File: config.mk
export PLATFORM = sky130hd
export DESIGN_NAME = avm_arbit
export DESIGN_NICKNAME = d
export VERILOG_FILES = /design/src/rtl/avm_arbit.sv
export SDC_FILE = /design/constraint.sdc
export NUM_CORES = 1
export LEC_CHECK = 0
export CORE_MARGIN = 1.5
export CORE_UTILIZATION = 29
export CTS_CLUSTER_SIZE = 28
export DETAILED_ROUTE_END_ITERATION = 6
export GPL_ROUTABILITY_DRIVEN = 0
export HOLD_SLACK_MARGIN = 0.08
export PLACE_DENSITY = 0.82
export SYNTH_ARGS = -nofsm -noshare
export SYNTH_HDL_FRONTEND = slang
export SYNTH_SLANG_ARGS = --single-unit
File: constraint.sdc
create_clock -name clk_i -period 3.5 [get_ports clk_i]
set_input_delay 0.7 -clock clk_i [delete_from_list [all_inputs] [get_ports clk_i]]
set_output_delay 0.7 -clock clk_i [all_outputs]
set_load 0.01 [all_outputs]
File: src/rtl/avm_arbit.sv
// rtl/avm_arbit.sv - two-requester Avalon-MM arbiter for the HyperRAM controller port
//
// Purpose: shares one Avalon-MM controller port between requesters s0 and s1.
// A grant is held for a whole burst: every write beat, or every returned read
// word. When both requesters ask at once, the one that did not own the last
// completed burst wins.
//
// Ports:
//   clk_i, rst_i             clock; synchronous active-high reset
//   s0_avm_* / s1_avm_*      requester ports (write, read, address[31:0],
//                            writedata[15:0], byteenable[1:0], burstcount[7:0]
//                            in; readdata[15:0], readdatavalid, waitrequest out)
//   m_avm_*                  controller port (same fields, opposite direction)

module avm_arbit (
  input  logic        clk_i,
  input  logic        rst_i,

  input  logic        s0_avm_write_i,
  input  logic        s0_avm_read_i,
  input  logic [31:0] s0_avm_address_i,
  input  logic [15:0] s0_avm_writedata_i,
  input  logic [1:0]  s0_avm_byteenable_i,
  input  logic [7:0]  s0_avm_burstcount_i,
  output logic [15:0] s0_avm_readdata_o,
  output logic        s0_avm_readdatavalid_o,
  output logic        s0_avm_waitrequest_o,

  input  logic        s1_avm_write_i,
  input  logic        s1_avm_read_i,
  input  logic [31:0] s1_avm_address_i,
  input  logic [15:0] s1_avm_writedata_i,
  input  logic [1:0]  s1_avm_byteenable_i,
  input  logic [7:0]  s1_avm_burstcount_i,
  output logic [15:0] s1_avm_readdata_o,
  output logic        s1_avm_readdatavalid_o,
  output logic        s1_avm_waitrequest_o,

  output logic        m_avm_write_o,
  output logic        m_avm_read_o,
  output logic [31:0] m_avm_address_o,
  output logic [15:0] m_avm_writedata_o,
  output logic [1:0]  m_avm_byteenable_o,
  output logic [7:0]  m_avm_burstcount_o,
  input  logic [15:0] m_avm_readdata_i,
  input  logic        m_avm_readdatavalid_i,
  input  logic        m_avm_waitrequest_i
);

  typedef enum logic [1:0] {
    IDLE        = 2'd0,
    ACTIVE      = 2'd1,
    WRITE_BURST = 2'd2,
    READ_WAIT   = 2'd3
  } state_t;

  state_t      state, state_nxt;
  logic        grant, grant_nxt;
  logic        last_grant, last_grant_nxt;
  logic [7:0]  remaining, remaining_nxt;

  logic        s0_req, s1_req, arb_pick;
  logic        sel_write, sel_read;
  logic [7:0]  sel_burstcount;

  assign s0_req = s0_avm_write_i | s0_avm_read_i;
  assign s1_req = s1_avm_write_i | s1_avm_read_i;

  // Contention goes to whoever did not own the last completed burst.
  assign arb_pick = (s0_req && s1_req) ? ~last_grant : s1_req;

  assign sel_write      = grant ? s1_avm_write_i      : s0_avm_write_i;
  assign sel_read       = grant ? s1_avm_read_i       : s0_avm_read_i;
  assign sel_burstcount = grant ? s1_avm_burstcount_i : s0_avm_burstcount_i;

  always_comb begin
    state_nxt      = state;
    grant_nxt      = grant;
    last_grant_nxt = last_grant;
    remaining_nxt  = remaining;

    m_avm_write_o      = 1'b0;
    m_avm_read_o       = 1'b0;
    m_avm_address_o    = grant ? s1_avm_address_i    : s0_avm_address_i;
    m_avm_writedata_o  = grant ? s1_avm_writedata_i  : s0_avm_writedata_i;
    m_avm_byteenable_o = grant ? s1_avm_byteenable_i : s0_avm_byteenable_i;
    m_avm_burstcount_o = sel_burstcount;

    s0_avm_readdata_o      = m_avm_readdata_i;
    s1_avm_readdata_o      = m_avm_readdata_i;
    s0_avm_readdatavalid_o = 1'b0;
    s1_avm_readdatavalid_o = 1'b0;
    s0_avm_waitrequest_o   = 1'b1;
    s1_avm_waitrequest_o   = 1'b1;

    case (state)
      IDLE: begin
        if (s0_req || s1_req) begin
          grant_nxt = arb_pick;
          state_nxt = ACTIVE;
        end
      end

      ACTIVE: begin
        m_avm_write_o = sel_write;
        m_avm_read_o  = sel_read;
        if (grant) s1_avm_waitrequest_o = m_avm_waitrequest_i;
        else       s0_avm_waitrequest_o = m_avm_waitrequest_i;
        if (!m_avm_waitrequest_i) begin
          if (sel_read) begin
            remaining_nxt = (sel_burstcount == 8'd0) ? 8'd1 : sel_burstcount;
            state_nxt     = READ_WAIT;
          end else if (sel_write) begin
            // Burstcount 0 and 1 are both single-beat writes.
            if (sel_burstcount <= 8'd1) begin
              remaining_nxt  = 8'd0;
              state_nxt      = IDLE;
              last_grant_nxt = grant;
            end else begin
              remaining_nxt = sel_burstcount - 8'd1;
              state_nxt     = WRITE_BURST;
            end
          end
        end
      end

      WRITE_BURST: begin
        // Reads are masked so a mixed strobe cannot start a read mid-burst.
        m_avm_write_o = sel_write;
        if (grant) s1_avm_waitrequest_o = m_avm_waitrequest_i;
        else       s0_avm_waitrequest_o = m_avm_waitrequest_i;
        if (sel_write && !m_avm_waitrequest_i) begin
          remaining_nxt = remaining - 8'd1;
          if (remaining == 8'd1) begin
            state_nxt      = IDLE;
            last_grant_nxt = grant;
          end
        end
      end

      READ_WAIT: begin
        if (m_avm_readdatavalid_i) begin
          if (grant) s1_avm_readdatavalid_o = 1'b1;
          else       s0_avm_readdatavalid_o = 1'b1;
          remaining_nxt = remaining - 8'd1;
          if (remaining == 8'd1) begin
            state_nxt      = IDLE;
            last_grant_nxt = grant;
          end
        end
      end

      default: state_nxt = IDLE;
    endcase

    // Hold the requester-visible outputs quiet for the whole reset cycle, not
    // just from the edge after reset is seen.
    if (rst_i) begin
      m_avm_write_o          = 1'b0;
      m_avm_read_o           = 1'b0;
      s0_avm_waitrequest_o   = 1'b1;
      s1_avm_waitrequest_o   = 1'b1;
      s0_avm_readdatavalid_o = 1'b0;
      s1_avm_readdatavalid_o = 1'b0;
    end
  end

  always_ff @(posedge clk_i) begin
    if (rst_i) begin
      state      <= IDLE;
      grant      <= 1'b0;
      last_grant <= 1'b1;
      remaining  <= 8'd0;
    end else begin
      state      <= state_nxt;
      grant      <= grant_nxt;
      last_grant <= last_grant_nxt;
      remaining  <= remaining_nxt;
    end
  end

endmodule

Word level (Yosys, flattened, before mapping)

Index checks and enable logic that the tools add are counted.
Widths: inputs -> output; s select.

Register bits: 12
Output and inout bits: 96
Word-level logic and storage cells: 84

$add $sub $neg: 2
Order comparisons: 1
Eq/ne operators: 12
Multiplexer cells: 50
Bitwise logic cells: 3
Reductions and logical operators: 12

Operators by type and width:

| operator            | number |
|---|---|
| $mux 8              | 8 |
| $mux 32             | 1 |
| $mux 1              | 28 |
| $pmux 8 s3          | 1 |
| $mux 2              | 9 |
| $mux 16             | 1 |
| $sub 8x1->8 const B | 2 |
| $ne 2x2->1 const B  | 7 |
| $reduce_and 5->1    | 2 |
| $eq 8x1->1 const B  | 1 |
| $le 8x1->1 const B  | 1 |
| $logic_not 8->1     | 1 |
| $pmux 2 s4          | 1 |
| $reduce_and 7->1    | 1 |
| $eq 2x2->1 const B  | 2 |
| $ne 3x3->1 const B  | 1 |
| $pmux 1 s3          | 1 |
| $reduce_bool 3->1   | 1 |
| $eq 2x1->1 const B  | 1 |
| $logic_and 1x1->1   | 2 |
| $logic_not 2->1     | 1 |
| $or 1x1->1          | 2 |
| $reduce_and 2->1    | 1 |
| $reduce_or 2->1     | 1 |
| other kinds (3)     | 3 |

Longest topological paths before layout

Gate-level depths: netlist (run 1).

Word-level depth: 7
Depth in mapped cells: 10
Mapped depth without buffers: 8

Worst setup path after synthesis (run 1)

OpenSTA, ideal clock, no wires.

Path type: register to register
Start: register grant
End: register remaining[4]
Data arrival time: 2467 ps
Slack: 958 ps
Stages on the path, launching flop included: 10
Buffers on the path: 2
Clock period less this slack: 2542 ps
Cell sequence: dfxtp_1 buf_6 buf_4 mux2_2 ha_1 nor2_1 and3b_1 or4_1 a211o_1 a31oi_1

Cells in the longest elaborated chain, start to end: 7
Elaborated cells between the ends (all ways): 16
Classes of those cells: add/sub: 1; order compare: 1; eq/ne: 2; mux: 9; reduce/logical: 3

RTL lines:

| element                                   | RTL line | text |
|---|---|---|
| start, declared                           | 58       | `logic grant, grant_nxt;` |
| start signal, assigned                    | 176      | `grant <= grant_nxt;` |
| $mux 8 (*)                                | 74       | `assign sel_burstcount = grant ? s1_avm_burstcount_i : s0_avm_burstcount_i;` |
| named net m_avm_burstcount_o[0]           | 44       | `output logic [7:0] m_avm_burstcount_o,` |
| $sub 8x1->8 or $le 8x1->1 (tied branches) | 120, 115 |  |
| $mux 8                                    | 115      | `if (sel_burstcount <= 8'd1) begin` |
| $mux 8                                    | 113      | `end else if (sel_write) begin` |
| $mux 8 (*)                                | 110      | `if (sel_read) begin` |
| $mux 8 (*)                                | 109      | `if (!m_avm_waitrequest_i) begin` |
| $pmux 8 s3 (*)                            | 96       | `case (state)` |
| end signal, assigned                      | 178      | `remaining <= remaining_nxt;` |
| end, declared                             | 60       | `logic [7:0] remaining, remaining_nxt;` |

The timed path passes the listed nets; every way through them passes the cells marked *. The select of a mux whose other input is x is not followed.
A chain may end at the register's enable or synchronous reset.

Worst setup path after layout (run 1)

Start: register grant
End: output port m_avm_address_o[20]

Cells in the longest elaborated chain, start to end: 1

RTL lines:

| element       | RTL line | text |
|---|---|---|
| $mux 32       | 84       | `m_avm_address_o = grant ? s1_avm_address_i : s0_avm_address_i;` |
| end, declared | 41       | `output logic [31:0] m_avm_address_o,` |

No other way between the ends.

==> results.tsv, run 1 <==
metric	value	unit
status	complete, no violations	
Worst Tran Pin Value	818	ps
Max transition margin	45.3	%
H-tree Lvls	1	
GRT Residual Overflow	0	
Detailed Route Iter0 Violations	116	
Synth async-reset ratio	0	%
nets	566	
Clk pwr share	8.9	%
Pleak	1.47	nW
n_diodes	0	
first drt pass iteration count	4	
Worst Path Required	2800	ps
core area	0.00737	mm²
ys flop type	dfxtp_1	
Die Area	0.00829	mm²
combinational power share	74.4	%
Final Hold Viols	0	
Max-Cap Viols	0	
crit path launch	grant	
DRT antenna net count	0	
Sw Share	42.4	%
Starting Density	30.5	%
WL per Instance	18.2	µm
Synth top area share	28.1	%
Vias	2615	
CTS tree	yes	
post-synthesis average cell area	8.42	µm²
final core occ	54.5	%
sequential power share	16.6	%
Worst R2R End	remaining[4]	
number of global-route vias before repair	2679	
Cells after Synth	267	
critical path class	reg2out	
final slew viol count	0	
CTS Buffer Depth	2	
antenna violations before repair	0	
minimum clock period	3060	ps
Internal	1.01	mW
io pins	236	
Clock transition at path regs	60	ps
height of the die	91.0	µm
share of post-route cells with drive strength above 1	18.5	%
startpoint types	flip-flop	
Yosys reg bits	12	
crit path max fanout	49	
pin count of the biggest net entering global routing	50	
syn_nets	416	
PD cells	437	mW/mm²
clk root buf	clkbuf_8	
CP endpoint	m_avm_address_o[20]	
Ys Warns	0	
post-synthesis sequential area ratio	10.7	%
clock skew	2.08	ps
Avg Vias per Cell	5.08	
Reg-to-Reg Start	grant	
GRT Total Usage	21.5	%
hold_buf cts	0	
overall die width	91.0	µm
post-cts repair resize count	0	
Worst path slowest cell	dfxtp_4	
synth-to-layout area growth	78.7	%
RSZ-0062 raised after global routing	false	
# setup viols final	0	
Num CTS Buffers	3	
PortBufs	187	
first-pass GRT wire length	14.2	mm
clk_lat worst skew	250	ps
Post-synth EDFFs	0	
Mapped Area	0.00225	mm²
setup repair bufs after CTS	0	
setup slack after layout	439	ps
P_sw	0.745	mW
final wirelength	9.35	mm
Post-DP HPWL	7.85	mm
DRC errors left	0	
crit-path cells	buf_4, mux2_2, clkdlybuf4s50_1	
worst min path class	reg2reg	
main area contributors after synthesis	mux2_2 (28%), buf_4 (11%), dfxtp_1 (11%)	
Critical Path Sink Type	output port	
max incr delay on CP	740	ps
Placement Setup Slack	438	ps
Unique masters post-synth	57	
final period utilization	87.4	%
setup TNS	0	ps
TritonCTS Sinks	12	
FP Rows	31	
cells on worst reg2reg path	8	
setup slack, reg-to-reg	710	ps
Data arrival, critical path	2360	ps
Fmax	327	MHz
cell taking the most area after synthesis	mux2_2	
DP Area	0.00396	mm²
Final Cell Area	0.00402	mm²
worst-case vdd ir drop	0.000296	V
==> power by group through the flow <==
stage	logic, mW	clock network (mW)	registers (mW)
finish	1.31	0.157	0.292
global placement	1.27	0	0.290
CTS	1.30	0.159	0.292
detailed placement	1.29	0	0.294
floorplan	0.853	0	0.234
global route	1.41	0.166	0.307
==> sequential cells by signal, indices dropped and copies added (netlist names) <==
signal      flops
remaining       8
state           2
grant           1
last_grant      1
==> cell type report <==
cell class	instances	area, µm²
timing repair buffer	190	1890
tap	99	124
multi-input combinational	197	1650
inverter	13	48.8
sequential	12	244
clock buffer	4	55.1
fill	649	3350
==> worst min path at each step <==
stage / from / endpoint / depth (start not counted)
6_report: remaining[3] / remaining[3] / 2
5_1_grt: last_grant / last_grant / 2
4_1_cts: remaining[3] / remaining[3] / 2
3_5_place_dp: remaining[3] / remaining[3] / 2
3_3_place_gp: remaining[3] / remaining[3] / 2
2_1_floorplan: remaining[3] / remaining[3] / 2
==> placed cells by master (no fill, tap or decap), drive strengths merged, types with 3 or more instances in the layout <==
cell	count
ha	9
dfxtp	12
mux2	56
a21o	3
a31oi	7
nor2	20
nor3	6
clkdlybuf4s50	187
clkbuf	4
mux2i	6
xnor2	4
inv	13
and3	3
nand2	9
a21oi	10
o211ai	6
nand3	5
o21ai	8
nand4	3
nor3b	3
buf	3
==> critical path, delay by kind of cell, from the launching register on <==
family,cells,cell delay (ps)
buffers and inverters,2,940
muxes,1,420
DFF,1,740
==> layer usage <==
| layer | global-route usage [%] | wire length, µm | vias to the layer above |
|---|---|---|---|
| met3 | 4.61 | 701 | 11 |
| met1 | 23.8 | 3530 | 1215 |
| met4 | 4.95 | 108 | 0 |
| met2 | 41.1 | 5010 | 131 |
| met5 | 0 | 0 | - |
| li1 | - | - | 1258 |
==> synth_stat cells, drive strengths merged, types with 2 or more instances <==
| master | n |
|---|---|
| a22oi | 2 |
| o22ai | 2 |
| a21oi | 10 |
| clkbuf | 5 |
| mux2i | 6 |
| and4 | 2 |
| nand2b | 2 |
| nand2 | 9 |
| mux2 | 56 |
| and3 | 3 |
| nand3 | 5 |
| nor2 | 20 |
| o221ai | 2 |
| nor3b | 3 |
| ha | 9 |
| xnor2 | 4 |
| nor4b | 2 |
| nand4 | 3 |
| o31ai | 2 |
| buf | 40 |
| a211oi | 2 |
| a31oi | 7 |
| inv | 13 |
| nor2b | 2 |
| or2 | 2 |
| a221oi | 2 |
| nor3 | 6 |
| a211o | 2 |
| o211ai | 6 |
| o21ai | 8 |
| dfxtp | 12 |
| a21o | 3 |
==> kinds of logic (layout without fill, tap and decap cells) <==
kind of cell             Yosys count  count (layout)  share of synthesized area, %
AND/OR/NAND/NOR                   64              64                          15.9
flip-flops                        12              12                          10.7
multiplexers                      62              62                          31.3
AO/OA/AOI/OAI                     58              58                          19.7
XOR/XNOR                           4               4                          1.56
adder cells (fa/ha/maj)            9               9                          5.01
buffers and inverters             58             207                          15.9
==> stage by stage <==
step	power, mW	cells	hold WS (ps)
CTS	1.75	515	477
global placement	1.56	511	448
floorplan	1.09	267	439
finish	1.76	515	483
detailed placement	1.59	511	469
global route	1.88	515	517
Note: power is estimated with default switching activity, not from simulation.
==> run 2, diff against run 1 <==
--- a/config.mk
+++ b/config.mk
@@ -10,5 +10,4 @@
 export CTS_CLUSTER_SIZE = 28
 export DETAILED_ROUTE_END_ITERATION = 6
-export GPL_ROUTABILITY_DRIVEN = 0
 export HOLD_SLACK_MARGIN = 0.08
 export PLACE_DENSITY = 0.82
==> constraint.sdc (replaced) <==
create_clock -name clk_i -period 3.5 [get_ports clk_i]
set_input_delay 1.05 -clock clk_i [delete_from_list [all_inputs] [get_ports clk_i]]
set_output_delay 1.05 -clock clk_i [all_outputs]
set_load 0.01 [all_outputs]
==> run 2 against run 1 <==
Effect of this change: non-clock buffer count up 10; fmax down 11%; flip-flop and latch count unchanged; worst hold slack worse by 10 ps; first-iteration DRC count up 13%; worst setup slack worse by 380 ps.
==> results.tsv, run 2 (synthesized netlist as in run 1, its figures left out) <==
metric	value	unit
DRC errors left	0	
DRT antenna net count	0	
total power	1.75	mW
Num CTS Buffers	3	
synth-to-layout area growth	81.9	%
Sw Share	42.6	%
Post-DP HPWL	7.75	mm
P_sw	0.744	mW
Vias	2655	
Starting Density	30.5	%
Largest Register	remaining	
Hold WS	473	ps
Critical Path Sink Type	output port	
RSZ-0062 raised after global routing	false	
CTS tree	yes	
minimum clock period	3440	ps
n_diodes	0	
Worst path slowest cell	clkdlybuf4s50_1	
max incr delay on CP	540	ps
overall die width	91.0	µm
worst-case vdd ir drop	0.000264	V
Internal	1.00	mW
most frequent cells in the layout	clkdlybuf4s50_1 (183), mux2_2 (56), nor2_1 (20)	
GRT Residual Overflow	0	
nets	576	
antenna violations before repair	1	
Clock transition at path regs	50	ps
io pins	236	
# setup viols final	0	
PD cells	427	mW/mm²
PortBufs	187	
startpoint types	input pin	
Clk pwr share	8.2	%
Pleak	1.53	nW
Final Hold Viols	0	
WL per Instance	17.6	µm
Max transition margin	48.2	%
Fmax	291	MHz
Die Area	0.00829	mm²
number of global-route vias before repair	2700	
crit path max fanout	6	
Detailed Route Iter0 Violations	131	
Max-Cap Viols	0	
fin cells	525	
combinational power share	74.8	%
crit-path cells	clkdlybuf4s50_1, inv_2, and4_1, clkdlybuf4s50_1	
biggest regs	remaining: 8 flops, state: 2 flops	
Placer Congestion	0.884	
TritonCTS Sinks	12	
max reg flops	8	
H-tree Lvls	1	
height of the die	91.0	µm
first-pass GRT wire length	13.8	mm
Data arrival, critical path	2390	ps
worst min path class	reg2reg	
pin count of the biggest net entering global routing	57	
CTS Buffer Depth	2	
GRT Total Usage	20.8	%
final period utilization	98.3	%
Fill cells	648	
Worst Path Required	2450	ps
core area	0.00737	mm²
clk root buf	clkbuf_8	
final slew viol count	0	
share of post-route cells with drive strength above 1	20.4	%
hold_buf cts	0	
status	complete, no violations	
sequential power share	17.1	%
clock skew	4.10	ps
Worst Tran Pin Value	775	ps
most frequent CP cell	clkdlybuf4s50_1	
clk_lat worst skew	260	ps
critical path class	in2out	
Avg Vias per Cell	5.06	
Placed Cells	520	
most common cell after layout, fill and taps aside	clkdlybuf4s50_1	
first drt pass iteration count	5	
final wirelength	9.23	mm
FP Rows	31	
-- run 2: changes by cell type in the layout (fill, tap and decap cells not counted), sizes merged --
| cell | before | now |
|---|---|---|
| buf | 3 | 13 |
| dlygate4sd2 | 0 | 1 |
| clkdlybuf4s50 | 187 | 183 |
| dlymetal6s2s | 0 | 3 |
-- run 2: metal layers --
metal  vias to the layer above  routed length [µm]  GRT usage (%)
li1                       1275                   -              -
met1                      1220                3460           23.2
met2                       143                4890           39.2
met3                        15                 726           4.94
met4                         2                 139           5.08
met5                         -                  13              0
-- run 2: through the flow --
stage / worst slack, ps / instance area [µm²] / setup TNS (ps) / utilization, %
finish: 59.6 / 4090 / 0 / 55.5
global route: 19.7 / 4090 / 0 / 55.5
CTS: 2.23 / 4070 / 0 / 55.3
detailed placement: -69.8 / 4030 / -94.4 / 54.7
global placement: -43.5 / 4030 / -61.7 / 54.7
floorplan: 681 / 2250 / 0 / -
-- run 2: final cells by class --
class / count / area, µm² / area share, %
flip-flops and latches: 12 / 244 / 5.97
clock buffers: 4 / 45.0 / 1.10
multi-input cells: 197 / 1650 / 40.4
inverters: 13 / 48.8 / 1.19
repair buffers: 200 / 1980 / 48.3
well taps: 99 / 124 / 3.03
-- run 2: timing repair --
item                       in CTS  in global routing
gates resized for setup         2                  3
setup endpoints to repair       5                  3
setup buffers                   0                  1
-- run 2: worst max-delay path, delay by kind of cell --
family	cells	cell delay, ps
and+or+nand+nor	1	200
buffers and inverters	3	1140
-- run 2: power by group through the flow --
stage / Clock [mW] / Combinational, mW / Sequential [mW]
final: 0.142 / 1.31 / 0.298
after global routing: 0.148 / 1.40 / 0.313
after CTS: 0.141 / 1.30 / 0.298
after detailed placement: 0 / 1.29 / 0.301
after global placement: 0 / 1.27 / 0.297
after floorplan: 0 / 0.853 / 0.234
-- run 2: worst paths after layout --
| kind | start | end | slack (ps) | cells past startpoint |
|---|---|---|---|---|
| hold / removal | remaining[3] | remaining[3] | 470 | 2 |
| setup / recovery | rst_i | s1_avm_readdatavalid_o | 60 | 4 |
| hold reg to reg | remaining[3] | remaining[3] | 470 | 2 |
| setup reg to reg | grant | remaining[4] | 620 | 7 |
